`config.mk`:
```
export PLATFORM = sky130hd
export DESIGN_NAME = cancel_req_frontend
export DESIGN_NICKNAME = d
export VERILOG_FILES = /design/src/rtl/cancel_req_frontend.sv
export SDC_FILE = /design/constraint.sdc
export NUM_CORES = 1
export LEC_CHECK = 0
export BUFFER_PORTS_ARGS = -buffer_cell sky130_fd_sc_hd__buf_2
export CAP_MARGIN = 20
export CORE_ASPECT_RATIO = 0.8
export CORE_UTILIZATION = 45
export CTS_BUF_LIST = sky130_fd_sc_hd__clkbuf_8
export CTS_CLUSTER_DIAMETER = 60
export DETAILED_ROUTE_END_ITERATION = 10
export HOLD_SLACK_MARGIN = 0.06
export PLACE_DENSITY = 0.73
export RECOVER_POWER = 100
export SYNTH_ARGS = -nofsm -noshare
export SYNTH_HDL_FRONTEND = slang
export SYNTH_SLANG_ARGS = --single-unit
```
`constraint.sdc`:
```
create_clock -name clk -period 5.4 [get_ports clk]
set_input_delay 0.54 -clock clk [delete_from_list [all_inputs] [get_ports clk]]
set_output_delay 0.54 -clock clk [all_outputs]
set_load 0.01 [all_outputs]
```
`src/rtl/cancel_req_frontend.sv`:
```
// cancel_req_frontend: buffers cancelled-order events in a small coalescing
// FIFO and turns each entry into exactly one cache write request. Balance
// queries become cache reads, taken only once the FIFO has fully drained.
module cancel_req_frontend #(
   parameter int DEPTH   = 4,
   parameter int ID_W    = 5,
   parameter int TIMEOUT = 16
) (
   input  logic            clk,
   input  logic            rst,
   input  logic            in_valid,
   output logic            in_ready,
   input  logic [ID_W-1:0] in_id,
   input  logic [31:0]     in_amt,
   input  logic            qry_valid,
   output logic            qry_ready,
   input  logic [ID_W-1:0] qry_id,
   output logic            qry_done,
   output logic [31:0]     qry_data,
   output logic            req_valid,
   output logic            req_rw,
   output logic [31:0]     req_rdindex,
   output logic [31:0]     req_wrindex,
   output logic [31:0]     req_data,
   input  logic            res_ready,
   input  logic [31:0]     res_data,
   output logic            err,
   output logic [15:0]     wr_cnt,
   output logic [15:0]     coal_cnt
);

   localparam int PTR_W = $clog2(DEPTH);
   localparam int CNT_W = PTR_W + 1;
   localparam int TMO_W = $clog2(TIMEOUT) + 1;

   localparam logic [PTR_W-1:0] PTR_ONE  = PTR_W'(1);
   localparam logic [CNT_W-1:0] CNT_ONE  = CNT_W'(1);
   localparam logic [CNT_W-1:0] CNT_FULL = CNT_W'(DEPTH);
   localparam logic [TMO_W-1:0] TMO_ONE  = TMO_W'(1);
   localparam logic [TMO_W-1:0] TMO_LAST = TMO_W'(TIMEOUT - 1);

   typedef enum logic [1:0] {
      ST_IDLE  = 2'd0,
      ST_ISSUE = 2'd1,
      ST_GAP   = 2'd2
   } state_t;

   state_t            state_reg, state_next;

   logic [PTR_W-1:0]  head_ptr_reg;
   logic [PTR_W-1:0]  tail_ptr_reg;     // next free slot
   logic [PTR_W-1:0]  last_ptr;         // newest occupied slot
   logic [CNT_W-1:0]  count_reg;
   logic              head_lock_reg;

   logic [ID_W-1:0]   ent_id  [DEPTH];
   logic [31:0]       ent_amt [DEPTH];

   logic              req_valid_reg;
   logic              req_rw_reg;
   logic [31:0]       req_index_reg;
   logic [31:0]       req_data_reg;
   logic [TMO_W-1:0]  tmo_reg;
   logic              qry_done_reg;
   logic [31:0]       qry_data_reg;
   logic              err_reg;
   logic [15:0]       wr_cnt_reg;
   logic [15:0]       coal_cnt_reg;

   logic              push;
   logic              tail_frozen;
   logic              coalesce;
   logic              append;
   logic              pop;
   logic              start_wr;
   logic              start_rd;
   logic              done_ok;
   logic              done_tmo;

   // Cache line address of a client: id placed above a 16-byte line offset.
   function automatic logic [31:0] line_index(input logic [ID_W-1:0] id);
      return {{(28-ID_W){1'b0}}, id, 4'b0000};
   endfunction

   assign in_ready  = !rst && (count_reg < CNT_FULL);
   assign qry_ready = !rst && (state_reg == ST_IDLE) && (count_reg == '0);

   assign last_ptr  = tail_ptr_reg - PTR_ONE;
   assign push      = in_valid && in_ready;

   // A lone entry that is being issued on this edge, or already issued, must
   // not absorb more amount: the request registers already hold its total.
   assign tail_frozen = (count_reg == CNT_ONE) &&
                        (head_lock_reg || (state_reg == ST_IDLE));
   assign coalesce    = push && (count_reg != '0) &&
                        (ent_id[last_ptr] == in_id) && !tail_frozen;
   assign append      = push && !coalesce;
   assign pop         = (done_ok || done_tmo) && req_rw_reg;

   // FIFO storage: each slot either takes a fresh event or accumulates into itself.
   genvar gi;
   generate
      for (gi = 0; gi < DEPTH; gi++) begin : g_entry
         logic [ID_W-1:0] id_reg;
         logic [31:0]     amt_reg;

         // Slot write: new entry on append, running sum on coalesce.
         always_ff @(posedge clk) begin
            if (append && (tail_ptr_reg == PTR_W'(gi))) begin
               id_reg  <= in_id;
               amt_reg <= in_amt;
            end else if (coalesce && (last_ptr == PTR_W'(gi))) begin
               amt_reg <= amt_reg + in_amt;
            end
         end

         assign ent_id[gi]  = id_reg;
         assign ent_amt[gi] = amt_reg;
      end
   endgenerate

   // Issue FSM state register.
   always_ff @(posedge clk) begin
      if (rst) begin
         state_reg <= ST_IDLE;
      end else begin
         state_reg <= state_next;
      end
   end

   // Issue FSM next state: pending writes beat queries; GAP drops valid for one cycle.
   always_comb begin
      state_next = state_reg;
      start_wr   = 1'b0;
      start_rd   = 1'b0;
      done_ok    = 1'b0;
      done_tmo   = 1'b0;
      case (state_reg)
         ST_IDLE: begin
            if (count_reg != '0) begin
               start_wr   = 1'b1;
               state_next = ST_ISSUE;
            end else if (qry_valid) begin
               start_rd   = 1'b1;
               state_next = ST_ISSUE;
            end
         end
         ST_ISSUE: begin
            if (res_ready) begin
               done_ok    = 1'b1;
               state_next = ST_GAP;
            end else if (tmo_reg == TMO_LAST) begin
               done_tmo   = 1'b1;
               state_next = ST_GAP;
            end
         end
         ST_GAP: begin
            state_next = ST_IDLE;
         end
         default: begin
            state_next = ST_IDLE;
         end
      endcase
   end

   // FIFO pointers, occupancy and head lock.
   always_ff @(posedge clk) begin
      if (rst) begin
         head_ptr_reg  <= '0;
         tail_ptr_reg  <= '0;
         count_reg     <= '0;
         head_lock_reg <= 1'b0;
      end else begin
         if (append) begin
            tail_ptr_reg <= tail_ptr_reg + PTR_ONE;
         end
         if (pop) begin
            head_ptr_reg <= head_ptr_reg + PTR_ONE;
         end
         case ({append, pop})
            2'b10:   count_reg <= count_reg + CNT_ONE;
            2'b01:   count_reg <= count_reg - CNT_ONE;
            default: count_reg <= count_reg;
         endcase
         if (start_wr) begin
            head_lock_reg <= 1'b1;
         end else if (pop) begin
            head_lock_reg <= 1'b0;
         end
      end
   end

   // Request registers, timeout counter, query result and statistics.
   always_ff @(posedge clk) begin
      if (rst) begin
         req_valid_reg <= 1'b0;
         req_rw_reg    <= 1'b0;
         req_index_reg <= '0;
         req_data_reg  <= '0;
         tmo_reg       <= '0;
         qry_done_reg  <= 1'b0;
         qry_data_reg  <= '0;
         err_reg       <= 1'b0;
         wr_cnt_reg    <= '0;
         coal_cnt_reg  <= '0;
      end else begin
         qry_done_reg <= 1'b0;
         if (start_wr) begin
            req_valid_reg <= 1'b1;
            req_rw_reg    <= 1'b1;
            req_index_reg <= line_index(ent_id[head_ptr_reg]);
            req_data_reg  <= ent_amt[head_ptr_reg];
            tmo_reg       <= '0;
         end else if (start_rd) begin
            req_valid_reg <= 1'b1;
            req_rw_reg    <= 1'b0;
            req_index_reg <= line_index(qry_id);
            req_data_reg  <= '0;
            tmo_reg       <= '0;
         end else if (done_ok || done_tmo) begin
            req_valid_reg <= 1'b0;
            if (!req_rw_reg) begin
               qry_done_reg <= 1'b1;
               qry_data_reg <= done_ok ? res_data : 32'd0;
            end
            if (req_rw_reg && done_ok) begin
               wr_cnt_reg <= wr_cnt_reg + 16'd1;
            end
            if (done_tmo) begin
               err_reg <= 1'b1;
            end
         end else if (state_reg == ST_ISSUE) begin
            tmo_reg <= tmo_reg + TMO_ONE;
         end
         if (coalesce) begin
            coal_cnt_reg <= coal_cnt_reg + 16'd1;
         end
      end
   end

   assign req_valid   = req_valid_reg;
   assign req_rw      = req_rw_reg;
   assign req_rdindex = req_index_reg;
   assign req_wrindex = req_index_reg;
   assign req_data    = req_data_reg;
   assign qry_done    = qry_done_reg;
   assign qry_data    = qry_data_reg;
   assign err         = err_reg;
   assign wr_cnt      = wr_cnt_reg;
   assign coal_cnt    = coal_cnt_reg;

endmodule

```
-- Yosys cells after proc, flatten, opt, wreduce, memory -nomap -nowiden
Cells that the tools add are included.
- $add $sub $neg: 12
- $lt $le $gt $ge: 3
- equal/unequal tests: 14
- mux-type cells: 46
- bitwise logic cells: 6
- reductions and logical operators: 44
- operators by type and width (cell ; count):
    $mux 32 ; 13
    $add 32x32->32 ; 4
    $bmux 32 s2 ; 1
    $add 16x1->16 const B ; 2
    $bmux 5 s2 ; 2
    $mux 5 ; 4
    $logic_and 1x1->1 ; 19
    $mux 1 ; 18
    $mux 9 ; 2
    $reduce_bool 2->1 ; 7
    $reduce_and 4->1 ; 3
    $eq 2x2->1 const B ; 5
    $eq 2x1->1 const B ; 4
    $mux 2 ; 4
    $ge 3x3->1 const B ; 2
    $logic_not 2->1 ; 3
    $not 2->3 ; 2
    $pmux 3 s2 ; 1
    $reduce_bool 3->1 ; 2
    $add 5x1->5 const B ; 1
    $eq 5x4->1 const B ; 1
    $eq 5x5->1 ; 1
    $add 2x1->2 const B ; 2
    $not 1->1 ; 4
    other kinds (14) ; 18
- register bits: 268
- input bits: 79
- output and inout bits: 166
- logic and storage cells: 148

-- Longest topological paths before layout
- depth in word-level cells: 12
- depth in mapped cells: 16

-- Worst setup path before layout
OpenSTA, ideal clock, no wires.
- path kind: reg2reg
- from: reg tail_ptr_reg[0]
- to: reg g_entry[0].amt_reg[0], enable pin
- library setup time: 466 ps
- arrival time: 4395 ps
- required time: 4934 ps
- path slack: 539 ps
- stages on the path, launching flop included: 10
- buffers on the path: 2
- clock period less this slack: 4861 ps
- cell sequence: dfxtp_1 -> buf_6 -> inv_1 -> ha_1 -> buf_2 -> mux4_2 -> xor2_1 -> nor4b_2 -> o2111ai_2 -> o21ai_0
- word-level cells in the longest chain between the ends: 12
- elaborated cells between the ends (all ways): 15
- those cells by class: 1 x add/sub; 1 x eq/ne; 3 x mux; 1 x bitwise; 9 x reduce/logical
- ends and longest elaborated chain (what ; RTL line ; text):
    from (decl) ; 51 ; logic [PTR_W-1:0] tail_ptr_reg;
    from (signal assigned) ; 175 ; tail_ptr_reg <= tail_ptr_reg + PTR_ONE;
    $sub 2x1->2 (*) ; 88 ; assign last_ptr = tail_ptr_reg - PTR_ONE;
    named net last_ptr[0] ; 52 ; logic [PTR_W-1:0] last_ptr;
    $not 2->3 (implied by the code) ; 96 ; (ent_id[last_ptr] == in_id) && !tail_frozen;
    $bmux 5 s2 ; 96 ;
    $mux 5 (implied by the code) (2 in series) ; 96 ;
    $eq 5x5->1 ; 96 ;
    $logic_and 1x1->1 ; 95 ; assign coalesce = push && (count_reg != '0) &&
    $logic_and 1x1->1 ; 96 ;
    $logic_not 1->1 ; 97 ; assign append = push && !coalesce;
    $logic_and 1x1->1 ; 97 ;
    $logic_and 1x1->1 ; 109 ; if (append && (tail_ptr_reg == PTR_W'(gi))) begin
    $reduce_bool 2->1 (no source line) (*) ; n/a ;
    to (signal assigned) ; 111 ; amt_reg <= in_amt;
    to (signal assigned) ; 113 ; amt_reg <= amt_reg + in_amt;
    to (decl) ; 105 ; logic [31:0] amt_reg;
The timed path passes the listed nets; every way through them passes the cells marked *. The select of a mux whose other input is x is not followed.
A chain may end at the register's enable or synchronous reset.

-- Worst setup path after layout
- from: reg tail_ptr_reg[0]
- to: reg g_entry[3].amt_reg[4], enable pin
- word-level cells in the longest chain between the ends: 12
- elaborated cells between the ends (all ways): 15
- those cells by class: 1 x add/sub; 3 x eq/ne; 3 x mux; 1 x bitwise; 7 x reduce/logical
- ends and longest elaborated chain (what ; RTL line):
    $sub 2x1->2 (*) ; 88
    named net last_ptr[0] ; 52
    $not 2->3 (implied by the code) ; 96
    $bmux 5 s2 ; 96
    $mux 5 (implied by the code) (2 in series) ; 96
    $eq 5x5->1 ; 96
    $logic_and 1x1->1 ; 95
    $logic_and 1x1->1 ; 96
    $logic_not 1->1 ; 97
    $logic_and 1x1->1 ; 97
    $logic_and 1x1->1 ; 109
    $reduce_bool 2->1 (no source line) (*) ; n/a
    to (signal assigned) ; 111
    to (signal assigned) ; 113
    to (decl) ; 105
Marked as above.

==> metrics.log <==
[metrics] via count of the first global-routing pass: 14400
[metrics] Worst R2R Setup Slack: 510 ps
[metrics] number of buffers on the longest clock path: 3
[metrics] post-synthesis average cell area: 9.60 µm²
[metrics] largest cells by area after synthesis: sky130_fd_sc_hd__edfxtp_1, sky130_fd_sc_hd__dfxtp_1, sky130_fd_sc_hd__ha_1
[metrics] clock latency at the later pin of the worst-skew pair: 610 ps
[metrics] ranking of synthesized cells by instance count: sky130_fd_sc_hd__nor2_1, sky130_fd_sc_hd__a21oi_1, sky130_fd_sc_hd__edfxtp_1
[metrics] worst ir drop on vdd: 182 µV
[metrics] critical path type: flop to flop
[metrics] wire length of the first global-routing pass: 78700 µm
[metrics] Synth top area share: 0.251
[metrics] count of warnings emitted by yosys: 0
[metrics] Netlist cell types: 67
[metrics] post-synthesis instance area: 0.0177 mm²
[metrics] number of instances resized during post-cts repair: 0
[metrics] count of pins over their slew limit: 40
[metrics] post-detailed-route count of antenna-violating nets: 0
[metrics] placed inst area: 0.0190 mm²
[metrics] detailed placer's ending HPWL: 37000 µm
[metrics] Worst path max stage delay: 610 ps
[metrics] diode insertion count for antenna repair: 0
[metrics] maximum operating frequency: 0.205 GHz
[metrics] number of setup violations in the final report: 0
[metrics] drc violations: 0
[metrics] arrival time of data at the critical path endpoint: 5200 ps
[metrics] H-tree depth reported by CTS: 2
[metrics] DR WL/cell: 19.3 µm
[metrics] via count: 15000
[metrics] overflow left after global routing: 0
[metrics] RR Endpoint: g_entry[3].amt_reg[4]$_DFFE_PP_
[metrics] number of enable-type register cells in the synthesized netlist: 148
[metrics] TritonCTS buffer count: 48
[metrics] Worst Hold Class: input port to flop
[metrics] critical path peak fanout: 43
[metrics] total power density per cell area: 274 mW/mm²
[metrics] clock root buffer master: sky130_fd_sc_hd__clkbuf_8
[metrics] number of violations reported at the end of detailed-routing iteration 0: 1413
[metrics] data required time at the worst endpoint: 5720 ps
[metrics] RSZ-0062 raised after global routing: no
[metrics] Die X: 224 µm
[metrics] count of buffers added by post-CTS timing repair for setup: 0
[metrics] Slowest cell on crit path: sky130_fd_sc_hd__dfxtp_1
[metrics] crit path capture: g_entry[3].amt_reg[4]$_DFFE_PP_
[metrics] initial antenna violation count: 0
[metrics] global routing usage summed across all routing layers: 0.247
[metrics] total I/O pin count: 245
[metrics] Port Buffer Count: 190
[metrics] Total Nets Final: 2252
[metrics] clock period minus worst slack: 4890 ps
[metrics] run status: finished with violations
[metrics] area taken by multi-input logic gates: 0.0102 mm²
[metrics] flip-flop cell with the highest count after synthesis: sky130_fd_sc_hd__edfxtp_1
[metrics] Sequential cell area: 0.00685 mm²
[metrics] critical path's most frequent cell: sky130_fd_sc_hd__buf_4
[metrics] library cell occupying the most area in the post-synthesis netlist: sky130_fd_sc_hd__edfxtp_1
[metrics] fill count: 3603
[metrics] fraction of registers with async set/reset: 0
[metrics] # hold bufs at CTS: 0
[metrics] Hold Fails Final Rpt: 0
[metrics] Routed Wire Length: 50000 µm
[metrics] share of synthesized area occupied by flip-flops and latches: 0.386
[metrics] violations in the final reports: max-capacitance violations, max-slew violations
[metrics] Gate Count Post-Synth: 1847
[metrics] placer congestion estimate: 0.933
[metrics] starting density of the core: 0.461
[metrics] transition at the pin with the smallest max-transition slack: 3310 ps
[metrics] Worst setup startpoint: tail_ptr_reg[0]$_SDFFE_PP0N_
[metrics] most repeated cell in the gate-level netlist after synthesis: sky130_fd_sc_hd__nor2_1
[metrics] CP endpoint kind: flop
[metrics] reg-to-reg critical path startpoint: tail_ptr_reg[0]$_SDFFE_PP0N_
[metrics] overall die area: 0.0402 mm²
[metrics] maximum number of pins on one net before global-route repair: 58
[metrics] post-route cell area: 0.0198 mm²
[metrics] startpoint types: flop
[metrics] Setup TNS: 0 ps
[metrics] cell leakage power: 7.80 nW
[metrics] worst-case headroom to the max-slew limit: -1.21
[metrics] signed area change from the synthesized netlist to the final layout: 11.6%
[metrics] cells on worst reg2reg path: 11
[metrics] clock transition at the register clock pins on the worst setup and hold paths after CTS: 60 ps
[metrics] core area: 0.0385 mm²
[metrics] count of state elements after synthesis: 268
[metrics] DRT Pass-1 Iters: 5
[metrics] overall die height: 180 µm
[metrics] detailed-route vias per instance: 5.79
[metrics] cells traversed along the worst timing path: inv_1 > ha_1 > mux4_2 > xor2_1 > nor4b_1 > o2111ai_2 > and3_1 > nand2_1 > buf_4 > o21ai_2 > buf_4
[metrics] clock tree sinks: 268
[metrics] max capacitance violation total: 1
[metrics] total number of placement rows: 64
[metrics] clock tree from TritonCTS: built
[metrics] share of the clock period used by the worst path after layout: 0.905
[metrics] flip-flop count of the largest register after layout: 128
[metrics] clk_skew: 41.3 ps
[metrics] ratio of cells with drive above 1 in the final layout: 0.105
==> kinds of logic (layout without fill, tap and decap cells) <==
family | Yosys count | count (layout) | share of synthesized area
DFF | 268 | 268 | 0.386
other | 1 | 54 | 0.000211
and+or+nand+nor | 521 | 521 | 0.133
muxes | 55 | 55 | 0.0593
adders and majority gates | 145 | 145 | 0.104
AOI/OAI and AO/OA | 546 | 546 | 0.196
xor gates and xnor gates | 148 | 148 | 0.0731
buffers and inverters | 163 | 330 | 0.0489
==> worst min path at each step <==
| stage | start | to | slack [ps] | depth (start not counted) |
|---|---|---|---|---|
| finish | res_data[18] | qry_data[18]$_SDFFE_PP0P_ | 160 | 2 |
| global route | res_data[16] | qry_data[16]$_SDFFE_PP0P_ | 140 | 2 |
| CTS | res_data[16] | qry_data[16]$_SDFFE_PP0P_ | 130 | 2 |
| detailed placement | qry_data[16]$_SDFFE_PP0P_ | qry_data[16]$_SDFFE_PP0P_ | 460 | 1 |
| global placement | req_data[3]$_SDFFE_PP0N_ | req_data[3]$_SDFFE_PP0N_ | 460 | 1 |
| floorplan | count_reg[2]$_SDFFE_PP0P_ | count_reg[2]$_SDFFE_PP0P_ | 470 | 2 |
==> final cells by class <==
type / instances / share of cell area
Multi-Input combinational cell: 1469 / 0.518
Sequential cell: 268 / 0.346
Timing Repair Buffer: 206 / 0.0471
Clock buffer: 57 / 0.0396
Tap cell: 528 / 0.0334
Clock inverter: 32 / 0.00967
Inverter: 35 / 0.00664
==> routing by layer <==
metal  vias to the layer above  wire length, µm  track usage
li1                       7107                -            -
met1                      7249            22700        0.355
met2                       615            22500        0.380
met3                        67             4040       0.0453
met4                         0              840       0.0614
met5                         -                0            0
==> power breakdown <==
group | total [mW] | internal (mW) | switching [mW]
sequential | 2.35 | 2.28 | 0.0619
combinational | 1.14 | 0.456 | 0.681
clock | 1.95 | 1.06 | 0.891
==> worst max-delay path: cells and delay by family (launching register included) <==
family          cells  cell delay (ps)
buf+inv             3             1030
flops               1              610
simple gates        3              960
mux                 1              380
compound gates      2              880
fa+ha+maj           1              570
xor+xnor            1              170
==> per-stage QoR <==
step | hold slack [ps] | util | instances | worst slack (ps) | power [mW]
floorplan | 467 | - | 1900 | 539 | 3.22
global placement | 456 | 0.493 | 2503 | 872 | 3.48
detailed placement | 460 | 0.493 | 2504 | 703 | 3.52
CTS | 125 | 0.519 | 2593 | 681 | 5.47
global route | 138 | 0.514 | 2595 | 182 | 5.68
finish | 156 | 0.514 | 2595 | 511 | 5.43
==> cells in the final DEF, fill, tap and decap left out, types with 5 or more instances in the layout <==
cell type / count
sky130_fd_sc_hd__mux4_2: 40
sky130_fd_sc_hd__buf_4: 6
sky130_fd_sc_hd__nand3_1: 40
sky130_fd_sc_hd__a2111oi_0: 6
sky130_fd_sc_hd__edfxtp_1: 148
sky130_fd_sc_hd__a21o_1: 50
sky130_fd_sc_hd__or3_1: 13
sky130_fd_sc_hd__o21a_1: 17
sky130_fd_sc_hd__and3_1: 19
sky130_fd_sc_hd__clkbuf_1: 120
sky130_fd_sc_hd__nand2_1: 144
sky130_fd_sc_hd__nand2b_1: 16
sky130_fd_sc_hd__o21ai_0: 108
sky130_fd_sc_hd__o211ai_1: 10
sky130_fd_sc_hd__a22o_1: 65
sky130_fd_sc_hd__xor2_1: 86
sky130_fd_sc_hd__clkbuf_2: 5
sky130_fd_sc_hd__dfxtp_1: 118
sky130_fd_sc_hd__clkinv_1: 11
sky130_fd_sc_hd__inv_1: 45
sky130_fd_sc_hd__conb_1: 54
sky130_fd_sc_hd__o31ai_1: 10
sky130_fd_sc_hd__nand4_1: 18
sky130_fd_sc_hd__a211o_1: 7
sky130_fd_sc_hd__a21oi_1: 192
sky130_fd_sc_hd__buf_2: 73
sky130_fd_sc_hd__a31oi_1: 13
sky130_fd_sc_hd__o21bai_1: 14
sky130_fd_sc_hd__ha_1: 141
sky130_fd_sc_hd__nor3_1: 28
sky130_fd_sc_hd__and2_1: 7
sky130_fd_sc_hd__a211oi_1: 16
sky130_fd_sc_hd__nor2_1: 194
sky130_fd_sc_hd__nor2b_1: 13
sky130_fd_sc_hd__nor4_1: 5
sky130_fd_sc_hd__clkbuf_8: 57
sky130_fd_sc_hd__clkinv_2: 5
sky130_fd_sc_hd__xnor2_1: 62
sky130_fd_sc_hd__mux2i_1: 14
No activity file was read; power rests on OpenSTA's default activity.
